### src/rtl/sub_pkg.sv
// Shared constants for the bit-serial subtractor.
//   ST_*       : FSM state encodings (IDLE / RUN / DONE)
//   DEF_WIDTH  : default operand width
package sub_pkg;
    localparam int DEF_WIDTH = 8;

    localparam logic [1:0] ST_IDLE = 2'd0;
    localparam logic [1:0] ST_RUN  = 2'd1;
    localparam logic [1:0] ST_DONE = 2'd2;
endpackage

### src/rtl/fs_bit.sv
// 1-bit full subtractor cell: d = x - y - z, bo = borrow out.
//   x  : minuend bit
//   y  : subtrahend bit
//   z  : borrow in
//   d  : difference bit
//   bo : borrow out
module fs_bit (
    input  logic x,
    input  logic y,
    input  logic z,
    output logic d,
    output logic bo
);
    assign d  = x ^ y ^ z;
    assign bo = (~x & y) | (~(x ^ y) & z);
endmodule

### src/rtl/serial_sub_ctrl.sv
// Bit-serial subtractor: one fs_bit cell walked LSB-first over WIDTH cycles
// to produce diff = a - b - bin, with a start/done handshake.
//   clk, rst_n : clock, async active-low reset
//   start      : request, accepted in IDLE or DONE
//   a, b, bin  : operands, captured on an accepted start
//   busy       : high while the cell is being sequenced
//   done       : one-cycle pulse when diff/bout are updated
//   diff, bout : result and final borrow, held until the next completion
module serial_sub_ctrl
    import sub_pkg::*;
#(
    parameter int WIDTH = DEF_WIDTH,
    parameter int CW    = $clog2(WIDTH)
) (
    input  logic             clk,
    input  logic             rst_n,
    input  logic             start,
    input  logic [WIDTH-1:0] a,
    input  logic [WIDTH-1:0] b,
    input  logic             bin,
    output logic             busy,
    output logic             done,
    output logic [WIDTH-1:0] diff,
    output logic             bout
);
    logic [1:0]       state;
    logic [WIDTH-1:0] a_sr, b_sr, res_sr;
    logic             br;
    logic [CW-1:0]    cnt;
    logic             d, bo;
    logic             last;

    fs_bit u_cell (
        .x  (a_sr[0]),
        .y  (b_sr[0]),
        .z  (br),
        .d  (d),
        .bo (bo)
    );

    assign last = (cnt == CW'(WIDTH - 1));
    assign busy = (state == ST_RUN);
    assign done = (state == ST_DONE);

    always_ff @(posedge clk or negedge rst_n) begin
        if (!rst_n) begin
            state  <= ST_IDLE;
            a_sr   <= '0;
            b_sr   <= '0;
            res_sr <= '0;
            br     <= 1'b0;
            cnt    <= '0;
            diff   <= '0;
            bout   <= 1'b0;
        end else begin
            case (state)
                // DONE accepts a new start exactly like IDLE so ops can
                // run back-to-back without a bubble.
                ST_IDLE, ST_DONE: begin
                    if (start) begin
                        a_sr  <= a;
                        b_sr  <= b;
                        br    <= bin;
                        cnt   <= '0;
                        state <= ST_RUN;
                    end else begin
                        state <= ST_IDLE;
                    end
                end
                ST_RUN: begin
                    res_sr <= {d, res_sr[WIDTH-1:1]};
                    a_sr   <= a_sr >> 1;
                    b_sr   <= b_sr >> 1;
                    br     <= bo;
                    cnt    <= cnt + 1'b1;
                    // Commit from the cell output directly so the final bit
                    // lands in diff on the same edge; diff never shows partials.
                    if (last) begin
                        diff  <= {d, res_sr[WIDTH-1:1]};
                        bout  <= bo;
                        state <= ST_DONE;
                    end
                end
                default: state <= ST_IDLE;
            endcase
        end
    end
endmodule

### config.mk
export PLATFORM = sky130hd
export DESIGN_NAME = serial_sub_ctrl
export DESIGN_NICKNAME = d
export VERILOG_FILES = /design/src/rtl/sub_pkg.sv /design/src/rtl/fs_bit.sv /design/src/rtl/serial_sub_ctrl.sv
export SDC_FILE = /design/constraint.sdc
export NUM_CORES = 1
export LEC_CHECK = 0
export ABC_AREA = 1
export CORE_UTILIZATION = 55
export CTS_CLUSTER_SIZE = 8
export DETAILED_ROUTE_END_ITERATION = 10
export DONT_BUFFER_PORTS = 1
export PLACE_DENSITY_LB_ADDON = 0.1
export SYNTH_ARGS = -nofsm -noshare
export SYNTH_HDL_FRONTEND = slang
export SYNTH_SLANG_ARGS = --single-unit
### constraint.sdc
create_clock -name clk -period 1.21 [get_ports clk]
set_clock_uncertainty 0.1 [all_clocks]
set_input_delay 0.242 -clock clk [delete_from_list [all_inputs] [get_ports clk]]
set_output_delay 0.242 -clock clk [all_outputs]
set_load 0.1 [all_outputs]
==> impl_metrics.py <==
metrics = {
    "detailed_routing": {
        "firstDrtPassIters": 5,
        "drtIter0Drc": 100,
        "num_vias": 1542,
        "avgRoutedWirePerCell_um": 14.8,
        "drc_errors": 0,
        "routed_wirelength_um": 4360,
        "antenna_left": 0,
        "vias_per_cell": 5.24,
    },
    "place": {
        "dp.cells": 273,
        "gp_congestion": 0.777,
        "dp_hpwl_um": 2410,
        "port_buffers": 0,
        "place_ws_ns": -0.165,
        "dpl-instance-area_mm2": 0.00204,
    },
    "timing": {
        "slew_headroom_pct": 78.3,
        "post-route-period-util_pct": 131,
        "drv_slew": 0,
        "setup_viol": 48,
        "fmax_mhz": 630,
        "hold_viol": 1,
        "worst_slack_ns": -0.377,
        "timing.hold.ws_ns": -0.00107,
        "finalCriticalPeriod_ns": 1.59,
        "rsz0062_at_grt": "true",
        "tightest_slew_ns": 0.326,
    },
    "final_layout": {
        "diodes": 0,
        "nets": 272,
        "fillerInstances": 222,
        "final_util_pct": 78.2,
        "fin_cells": 294,
        "syn_to_final_growth_pct": 31.8,
        "fin_area_mm2": 0.00243,
        "drive_gt1_share_pct": 31.2,
    },
    "cts": {
        "htreeDepth": 2,
        "cts_tree": "yes",
        "clockBufferDepth": 2,
        "clk_latency_ns": 0.35,
        "cts_buffers": 5,
        "clk_pin_slew_worst_paths_ns": 0.13,
        "clock-sinks": 38,
        "root_buffer": "clkbuf_4",
    },
    "critical_path": {
        "crit_path_end_kind": "output pin",
        "reg2reg_to": "a_sr[3]$_DFFE_PN0P_",
        "timing.rr.start": "state[0]$_DFFE_PN0P_",
        "start_kind": "flip-flop",
        "rrSetupSlack_ns": -0.29,
        "crit_type": "reg -> out",
        "worstPathArrival_ns": 1.24,
        "worstPathRequired_ns": 0.87,
        "cp_max_fo": 2,
        "r2r_cells": 7,
    },
    "floorplan": {
        "start_util_pct": 59.4,
        "die_y_um": 59.9,
        "core_area_mm2": 0.00310,
        "die_w_um": 59.9,
        "io_pins": 31,
        "die_area_mm2": 0.00358,
        "rows": 20,
    },
    "job": {
        "timing.max_cap.violations": 0,
    },
    "synth": {
        "netlist_area_mm2": 0.00184,
        "ys_ff_latch": 38,
        "synth_top_area_cell": "dfrtp_1",
        "synth_area_leaders": "dfrtp_1, nand2_1, inv_1, nand3_1, o21ai_2",
        "synth_top_area_share_pct": 51.6,
        "postSynthAreaPerCell_um2": 8.33,
        "postSynthCellCount": 221,
        "syn-num-nets": 244,
        "yosysSeqAreaShare_pct": 51.6,
        "synth_cell_types": 19,
        "ys_warn_count": 0,
    },
    "status": {
        "violations": "negative hold slack, negative setup slack",
        "status": "finished, violations left",
    },
    "min_path": {
        "hold_end": "br$_DFFE_PN0P_",
        "hold_depth": 4,
        "hold_start": "start",
        "min_path_type": "in -> reg",
    },
    "grt": {
        "grt_max_degree": 39,
        "grt_usage_pct": 27.8,
        "grt_pass1_vias": 1524,
        "antenna_found_initial": 0,
        "grt_pass1_wl_um": 7100,
        "grt.overflow.total": 0,
    },
}
[cell type report]
type                    instances  area (um2)  area share (%)
clock buffers                   5        37.5            1.55
clock inverters                 3        40.0            1.65
inverters                      44         183            7.53
multi-input cells             130         724            29.8
flip-flops and latches         38         985            40.6
well taps                      44        55.1            2.27
repair buffers                 30         403            16.6
[synthesized netlist by cell type]
library cell and n:
nand2_4 3, nor2_4 1, o21ai_2 8, nand2_2 1
o21ai_0 10, inv_4 2, buf_6 5, dfrtp_1 38
nand3_1 29, nand2_1 72, inv_2 1, ha_1 2
buf_2 1, inv_1 41, fa_1 1, nor2_1 2
buf_4 1, a21oi_1 1, clkbuf_1 2
[worst max-delay path by stage]
stage,startpoint,to,slack (ns),cells after the start
floorplan,state[0]$_DFFE_PN0P_,diff[1]$_DFFE_PN0P_,-0.50,7
global placement,cnt[0]$_DFFE_PN0P_,diff[4]$_DFFE_PN0P_,-0.11,6
detailed placement,cnt[0]$_DFFE_PN0P_,bout$_DFFE_PN0P_,-0.16,6
CTS,state[0]$_DFFE_PN0P_,done,-0.35,3
global route,state[0]$_DFFE_PN0P_,done,-0.39,3
finish,state[0]$_DFFE_PN0P_,done,-0.38,3
[critical path, cell delays in order, from the launching register on]
cell	delay, ns
dfrtp_1	0.44
buf_6	0.15
nor2_4	0.12
buf_12	0.18
[cell usage in the layout, fill, tap and decap left out, drive strengths merged]
| master | netlist | final |
|---|---|---|
| bufinv | 0 | 1 |
| dfrtp | 38 | 38 |
| ha | 2 | 2 |
| nor2 | 3 | 3 |
| inv | 44 | 44 |
| nand2 | 76 | 76 |
| dlygate4sd3 | 0 | 3 |
| buf | 7 | 26 |
| o21ai | 18 | 18 |
| clkinv | 0 | 2 |
| a21oi | 1 | 1 |
| nand3 | 29 | 29 |
| fa | 1 | 1 |
| clkbuf | 2 | 5 |
| bufbuf | 0 | 1 |
[flip-flops by register name, summed over array words and instances (netlist names)]
register,flops
b_sr,8
bout,1
a_sr,8
diff,8
res_sr,7
br,1
cnt,3
state,2
[cell families after synthesis]
logic type | count (synthesis) | share of synthesized area [%]
compound gates | 19 | 6.79
fa+ha+maj | 3 | 2.45
buf+inv | 53 | 13.4
flops | 38 | 51.6
simple gates | 108 | 25.7
[through the flow]
stage / hold slack, ns / setup TNS [ns]
6_report: -0.00107 / -10.23
2_1_floorplan: -0.154 / -5.77
4_1_cts: 0.00790 / -8.60
5_1_grt: 0.00711 / -11.74
3_3_place_gp: -0.153 / -1.55
3_5_place_dp: -0.153 / -2.28
[timing repair]
action / in CTS / in global routing
resized for setup: 38 / 14
setup buffers: 9 / 3
hold endpoints to repair: 40 / 0
cloned: 2 / 0
hold buffers: 4 / 0
pin swaps: 5 / 3
endpoints found under the setup margin: 48 / 49
[per-layer routing]
layer | GRT usage [%] | share of wire [%] | wire [um] | vias to the layer above
met5 | 0 | 0 | 0 | -
met4 | 11.3 | 3.0 | 131 | 0
met3 | 6.28 | 4.7 | 206 | 16
met2 | 47.3 | 51 | 2210 | 55
met1 | 34.0 | 41 | 1800 | 744
li1 | - | - | - | 727
Power is not shown: default switching activity piles up to over one toggle a cycle in this logic, so the estimate is an artifact.
